[src/rtl/ifetch_pkg.sv]
// Shared types and constants for the instruction fetch stage and its next-PC helper.
package ifetch_pkg;

  typedef enum logic {
    FETCH = 1'b0,
    HOLD  = 1'b1
  } state_t;

  localparam logic [31:0] PC_INC           = 32'd4;
  localparam logic [31:0] DEFAULT_RESET_PC = 32'h0000_0000;

endpackage

[src/rtl/ifetch_npc_calc.sv]
// Next-PC adder: pc + 4, plus a sign-extended word offset when the branch is taken.
// Purely combinational; no backpressure.
module npc_calc
  import ifetch_pkg::*;
(
  input  logic [31:0] pc_i,
  input  logic [15:0] imm16_i,
  input  logic        npc_sel_i,
  output logic [31:0] next_pc_o
);

  logic [31:0] offset;

  // Word offset to byte offset: sign-extend then shift left by two.
  assign offset    = npc_sel_i ? {{14{imm16_i[15]}}, imm16_i, 2'b00} : 32'd0;
  assign next_pc_o = pc_i + PC_INC + offset;

endmodule

[src/rtl/ifetch_unit.sv]
// Fetch FSM: one handshaked imem read per instruction, word held until commit; >=2 cycles/instr.
// Backpressure: holds request until imem_ack and the word until inst_ack; counters under IFETCH_PERF_CNT_EN.
module ifetch_unit
  import ifetch_pkg::*;
#(
  parameter logic [31:0] RESET_PC = DEFAULT_RESET_PC
) (
  input  logic        clk,
  input  logic        reset_n,
  input  logic        nPC_sel,
  input  logic [15:0] imm16,
  input  logic        inst_ack,
  output logic [31:0] inst,
  output logic        inst_valid,
  output logic [31:0] pc,
  output logic        imem_req,
  output logic [31:0] imem_addr,
  input  logic        imem_ack,
  input  logic [31:0] imem_rdata
`ifdef IFETCH_PERF_CNT_EN
  ,
  output logic [31:0] fetch_cnt,
  output logic [31:0] branch_cnt
`endif
);

  state_t      state_q, state_d;
  logic [31:0] pc_q, pc_d;
  logic [31:0] inst_q, inst_d;
  logic        valid_q, valid_d;
  logic [31:0] next_pc;
  logic        commit;

  npc_calc u_npc_calc (
    .pc_i      (pc_q),
    .imm16_i   (imm16),
    .npc_sel_i (nPC_sel),
    .next_pc_o (next_pc)
  );

  always_comb begin
    state_d = state_q;
    pc_d    = pc_q;
    inst_d  = inst_q;
    valid_d = valid_q;
    commit  = 1'b0;
    case (state_q)
      FETCH: begin
        if (imem_ack) begin
          inst_d  = imem_rdata;
          valid_d = 1'b1;
          state_d = HOLD;
        end
      end
      HOLD: begin
        if (inst_ack) begin
          pc_d    = next_pc;
          valid_d = 1'b0;
          commit  = 1'b1;
          state_d = FETCH;
        end
      end
      default: state_d = FETCH;
    endcase
  end

  // Low address bits are forced clear so pc stays word aligned whatever RESET_PC says.
  always_ff @(posedge clk) begin
    if (!reset_n) begin
      state_q <= FETCH;
      pc_q    <= {RESET_PC[31:2], 2'b00};
      inst_q  <= 32'd0;
      valid_q <= 1'b0;
    end else begin
      state_q <= state_d;
      pc_q    <= pc_d;
      inst_q  <= inst_d;
      valid_q <= valid_d;
    end
  end

  assign imem_req   = reset_n && (state_q == FETCH);
  assign imem_addr  = pc_q;
  assign pc         = pc_q;
  assign inst       = inst_q;
  assign inst_valid = valid_q;

`ifdef IFETCH_PERF_CNT_EN
  logic [31:0] fetch_cnt_q, fetch_cnt_d;
  logic [31:0] branch_cnt_q, branch_cnt_d;

  always_comb begin
    fetch_cnt_d  = fetch_cnt_q;
    branch_cnt_d = branch_cnt_q;
    if (commit) begin
      fetch_cnt_d = fetch_cnt_q + 32'd1;
      if (nPC_sel) branch_cnt_d = branch_cnt_q + 32'd1;
    end
  end

  always_ff @(posedge clk) begin
    if (!reset_n) begin
      fetch_cnt_q  <= 32'd0;
      branch_cnt_q <= 32'd0;
    end else begin
      fetch_cnt_q  <= fetch_cnt_d;
      branch_cnt_q <= branch_cnt_d;
    end
  end

  assign fetch_cnt  = fetch_cnt_q;
  assign branch_cnt = branch_cnt_q;
`endif

endmodule

[config.mk]
export PLATFORM = sky130hd
export DESIGN_NAME = ifetch_unit
export DESIGN_NICKNAME = d
export VERILOG_FILES = /design/src/rtl/ifetch_pkg.sv /design/src/rtl/ifetch_npc_calc.sv /design/src/rtl/ifetch_unit.sv
export SDC_FILE = /design/constraint.sdc
export NUM_CORES = 1
export LEC_CHECK = 0
export BUFFER_PORTS_ARGS = -buffer_cell sky130_fd_sc_hd__buf_2
export CORE_ASPECT_RATIO = 0.7
export CORE_UTILIZATION = 30
export DETAILED_ROUTE_END_ITERATION = 10
export GPL_ROUTABILITY_DRIVEN = 0
export PLACE_DENSITY_LB_ADDON = 0.15
export REMOVE_ABC_BUFFERS = 1
export SLEW_MARGIN = 20
export SYNTH_ARGS = -nofsm -noshare
export SYNTH_HDL_FRONTEND = slang
export SYNTH_SLANG_ARGS = --single-unit
export TNS_END_PERCENT = 10
[constraint.sdc]
create_clock -name clk -period 4.2 [get_ports clk]
set_input_delay 0.21 -clock clk [delete_from_list [all_inputs] [get_ports clk]]
set_output_delay 0.21 -clock clk [all_outputs]
set_load 0.02 [all_outputs]
### Yosys cells after proc, flatten, opt, wreduce, memory -nomap -nowiden

Cells that the tools add are included.
W data, S select, Z words.

* add/subtract/negate cells: 2
* $mul: 0
* div/mod/pow operators: 0
* order comparisons: 0
* equal/unequal tests: 2
* shifts and indexed selects: 0
* mux-type cells: 7
* bitwise operators: 1
* reductions and logical operators: 4

Operators by type and width (number)
* $add A32 B3 Y32 const B: 1
* $add A32 B32 Y32: 1
* $mux W32: 1
* $reduce_and A2 Y1: 3
* $mux W1: 4
* $ne A2 B2 Y1 const B: 2
* $pmux W1 S2: 2
* $logic_and A1 B1 Y1: 1
* $not A1 Y1: 1

* register bits after elaboration: 66
* latch bits: 0
* bits in writable memories: 0
* ROM bits: 0
* bits of input ports: 53
* output and inout port bits: 98
* memories: 0

### Logic depth before layout (Yosys ltp)

* depth in word-level cells: 3
* gate-level depth with buffers: 15

### Modules after synthesis

From an unflattened synthesis, not the netlist that was laid out.

* cells, all modules: 593
* area, all modules: 4986.0 um^2

By module, submodules not included
* ifetch_unit: times used 1, cells an instance 328, area each 2989.1 um^2, seq. area each 1321.3 um^2
* npc_calc: times used 1, cells an instance 265, area each 1996.9 um^2, seq. area each 0.0 um^2

### Least setup slack after synthesis

OpenSTA, ideal clock, no wires.

* path kind: in2reg
* start: input nPC_sel
* end: register pc_q[13] (netlist: imem_addr[13])
* setup time: 0.122 ns
* arrival: 2.987 ns
* required time: 4.078 ns
* path slack: 1.091 ns
* cell stages on the path: 14
* cell sequence: clkbuf_1 -> clkbuf_1 -> and2_1 -> ha_1 -> ha_1 -> fa_1 -> a211oi_2 -> o21bai_1 -> a21oi_1 -> o21bai_1 -> a21oi_1 -> o21ai_1 -> mux2i_1 -> a311o_1

* word-level cells in the longest chain between the ends: 2

Ends and longest elaborated chain
* from (decl): line ifetch_unit.sv:10 `input logic nPC_sel,`
* $mux W32: line ifetch_npc_calc.sv:15 `assign offset = npc_sel_i ? {{14{imm16_i[15]}}, imm16_i, 2'b00} : 32'd0;`
* $add A32 B32 Y32: line ifetch_npc_calc.sv:16 `assign next_pc_o = pc_i + PC_INC + offset;`
* to (signal assigned): line ifetch_unit.sv:71 `pc_q <= {RESET_PC[31:2], 2'b00};`
* to (signal assigned): line ifetch_unit.sv:76 `pc_q <= pc_d;`
* to (decl): line ifetch_unit.sv:28 `logic [31:0] pc_q, pc_d;`

No other way between the ends.
A chain may end at the register's enable or synchronous reset.

### Worst setup path after layout

* start: register pc_q[3] (netlist: imem_addr[3])
* end: register pc_q[29] (netlist: imem_addr[29])

* word-level cells in the longest chain between the ends: 2

Ends and longest elaborated chain (line)
* $add A32 B3 Y32: ifetch_npc_calc.sv:16
* $add A32 B32 Y32: ifetch_npc_calc.sv:16

No other way between the ends.

==> impl_metrics.py <==
metrics = {
    "cts": {
        "clockBufferDepth": 2,
        "cts_max_level": 3,
        "clk_latency_ns": 0.34,
        "cts.sinks": 64,
        "clockRootBuffer": "clkbuf_16",
        "ctsHoldBuffers": 0,
        "clk_transition_reported_paths_ns": 0.06,
        "cts_setup_buffers": 0,
        "cts_resized": 0,
        "cts_buffers": 9,
        "cts_tree": "built",
    },
    "power_and_ir_drop": {
        "power.density_nw_per_um2": 304,
        "leakage_nw": 2.82,
        "irDropWorstVdd_uv": 166,
    },
    "yosys": {
        "syn_area_um2": 4730,
        "avgSynthCellArea_um2": 7.93,
        "synth_enable_flop_cells": 0,
        "synth_seq_cells": 64,
        "synth.distinct_cells": 59,
        "yosysSeqAreaShare_pct": 27.1,
        "synth-async-reset-ratio_pct": 0,
        "synth_ff_type": "dfxtp_1",
        "syn_inst": 596,
        "yosys_warnings": 0,
    },
    "floorplan": {
        "dieHeight_um": 107,
        "ioPinCount": 151,
        "num_rows": 37,
        "start_util_pct": 31.4,
        "die-area_um2": 16300,
        "dieWidth_um": 152,
        "core-area_um2": 15000,
    },
    "critical_path": {
        "worstSetupEndpointType": "register",
        "critical_path_required_ns": 4.37,
        "cp_max_fo": 4,
        "crit_type": "reg2reg",
        "reg2reg_depth": 11,
        "critPathLaunchType": "register",
        "arrival_ns": 3.23,
    },
    "placement": {
        "place_worst_setup_slack_ns": 0.906,
        "io_buffers": 146,
        "dp_hpwl_mm": 9.74,
    },
    "route": {
        "num_vias": 4314,
        "firstDrtPassIters": 8,
        "wirelength_mm": 12.6,
        "drc": 16,
        "drt_iter0_drc": 183,
        "wl_per_cell_um": 14.1,
        "ant_nets": 0,
        "routed_via_density": 4.83,
    },
    "status": {
        "status": "finished, violations left",
        "violations": "design-rule violations",
    },
    "sta": {
        "hold_viol_final": 0,
        "max_freq_mhz": 327,
        "finalClockSkew_ns": 0.00714,
        "rsz0062_at_grt": "no",
        "whs_ns": 0.127,
        "min_period_over_period_pct": 72.8,
        "fin_ws_ns": 1.14,
        "setup_violations": 0,
        "slew_headroom_pct": 34.3,
        "drv_slew": 0,
        "tightest_slew_ns": 0.986,
        "fin_crit_ns": 3.06,
        "fin_setup_tns_ns": 0,
    },
    "final_layout": {
        "drive_gt1_share_pct": 25.1,
        "syn2layout_area_growth_pct": 18.8,
        "layout_commonest_cell": "buf_2",
        "antennaDiodeCount": 0,
        "nets": 792,
        "final_cell_mix": "buf_2, nand2_1, dfxtp_1",
        "fillers": 1601,
        "fin_util_pct": 37.3,
    },
    "global_route": {
        "gr-total-overflow": 0,
        "grt_usage_pct": 16.1,
        "grt_pass1_vias": 4165,
        "antenna_found_initial": 0,
        "grt_max_degree": 62,
        "grt_pass1_wl_mm": 20.9,
    },
    "min_path": {
        "worstHoldPathCells": 3,
        "hp-class": "in2reg",
    },
    "run": {
        "maxCapViolCount": 0,
    },
}
layout make-up:
type                    count  area (um^2)  share of cell area (%)
inverters                   9         33.8                   0.601
multi-input cells         460         3010                    53.7
flip-flops and latches     64         1280                    22.8
well taps                 195          244                    4.34
clock buffers              10          229                    4.08
clock inverters             4         47.5                   0.846
repair buffers            151          768                    13.7
worst paths after layout:
| check | from | endpoint | slack (ns) |
|---|---|---|---|
| setup / recovery | imem_addr[3]$_SDFFE_PN0P_ | imem_addr[29]$_SDFFE_PN0P_ | 1.14 |
| hold / removal | imem_rdata[8] | inst[8]$_SDFFE_PN0P_ | 0.13 |
| hold reg to reg | inst[4]$_SDFFE_PN0P_ | inst[4]$_SDFFE_PN0P_ | 0.46 |
| setup reg to reg | imem_addr[3]$_SDFFE_PN0P_ | imem_addr[29]$_SDFFE_PN0P_ | 1.14 |
cells by family after synthesis:
family                   Yosys count  synth area share [%]
buffers and inverters             75                  9.61
XOR/XNOR                          35                  6.48
AO/OA/AOI/OAI                    147                  21.0
flip-flops                        64                  27.1
adder cells (fa/ha/maj)           44                  11.8
other                              1                0.0793
AND/OR/NAND/NOR                  229                  23.8
multiplexers                       1                 0.212
cells in the mapped netlist, types with 7 or more instances:
library cell,number,area share (%)
o21ai_0,22,2.3
xnor2_1,26,4.8
and3_1,16,2.1
a21o_1,13,2.1
nand3_1,14,1.5
a21boi_0,37,5.9
dfxtp_1,64,27
o21ai_1,10,1.1
clkbuf_1,26,2.1
nand2_1,112,8.9
buf_4,35,5.6
o21bai_1,7,1.1
and2_1,31,4.1
nor2_1,19,1.5
ha_1,43,11
inv_1,9,0.71
xor2_1,9,1.7
a21oi_1,30,3.2
registers in the layout, indices dropped and copies added (netlist names):
name / flops
imem_addr: 30
inst: 32
inst_valid: 1
state_q: 1
where the power goes:
group / total (mW) / internal [mW] / switching (mW) / leakage, nW
sequential: 0.660 / 0.638 / 0.0228 / 0.523
clock: 0.724 / 0.450 / 0.273 / 0.134
combinational: 0.324 / 0.124 / 0.200 / 2.16
stage by stage:
stage | instance area (um^2) | cells | total power [mW]
2_1_floorplan | 4320 | 533 | 0.875
3_3_place_gp | 5330 | 879 | 0.996
3_5_place_dp | 5340 | 879 | 1.00
4_1_cts | 5620 | 893 | 1.74
5_1_grt | 5620 | 893 | 1.80
6_report | 5620 | 893 | 1.71
worst max-delay path, cell delays in order, from the launching register on:
cell	delay [ns]
dfxtp_1	0.40
ha_1	0.27
ha_1	0.23
fa_1	0.44
a211oi_2	0.32
nor4_2	0.10
o41ai_2	0.44
a21oi_2	0.14
a41oi_1	0.28
a21oi_2	0.06
xnor2_1	0.13
a21oi_1	0.08
metal layers:
layer	vias to the layer above	routed length [um]	GRT usage (%)	share of wire (%)
met1	1980	6680	22.5	53
li1	2218	-	-	-
met5	-	0	0	0
met4	0	123	4.52	0.98
met3	9	578	3.40	4.6
met2	107	5220	24.8	41
Power figures use the tool's default switching activity.
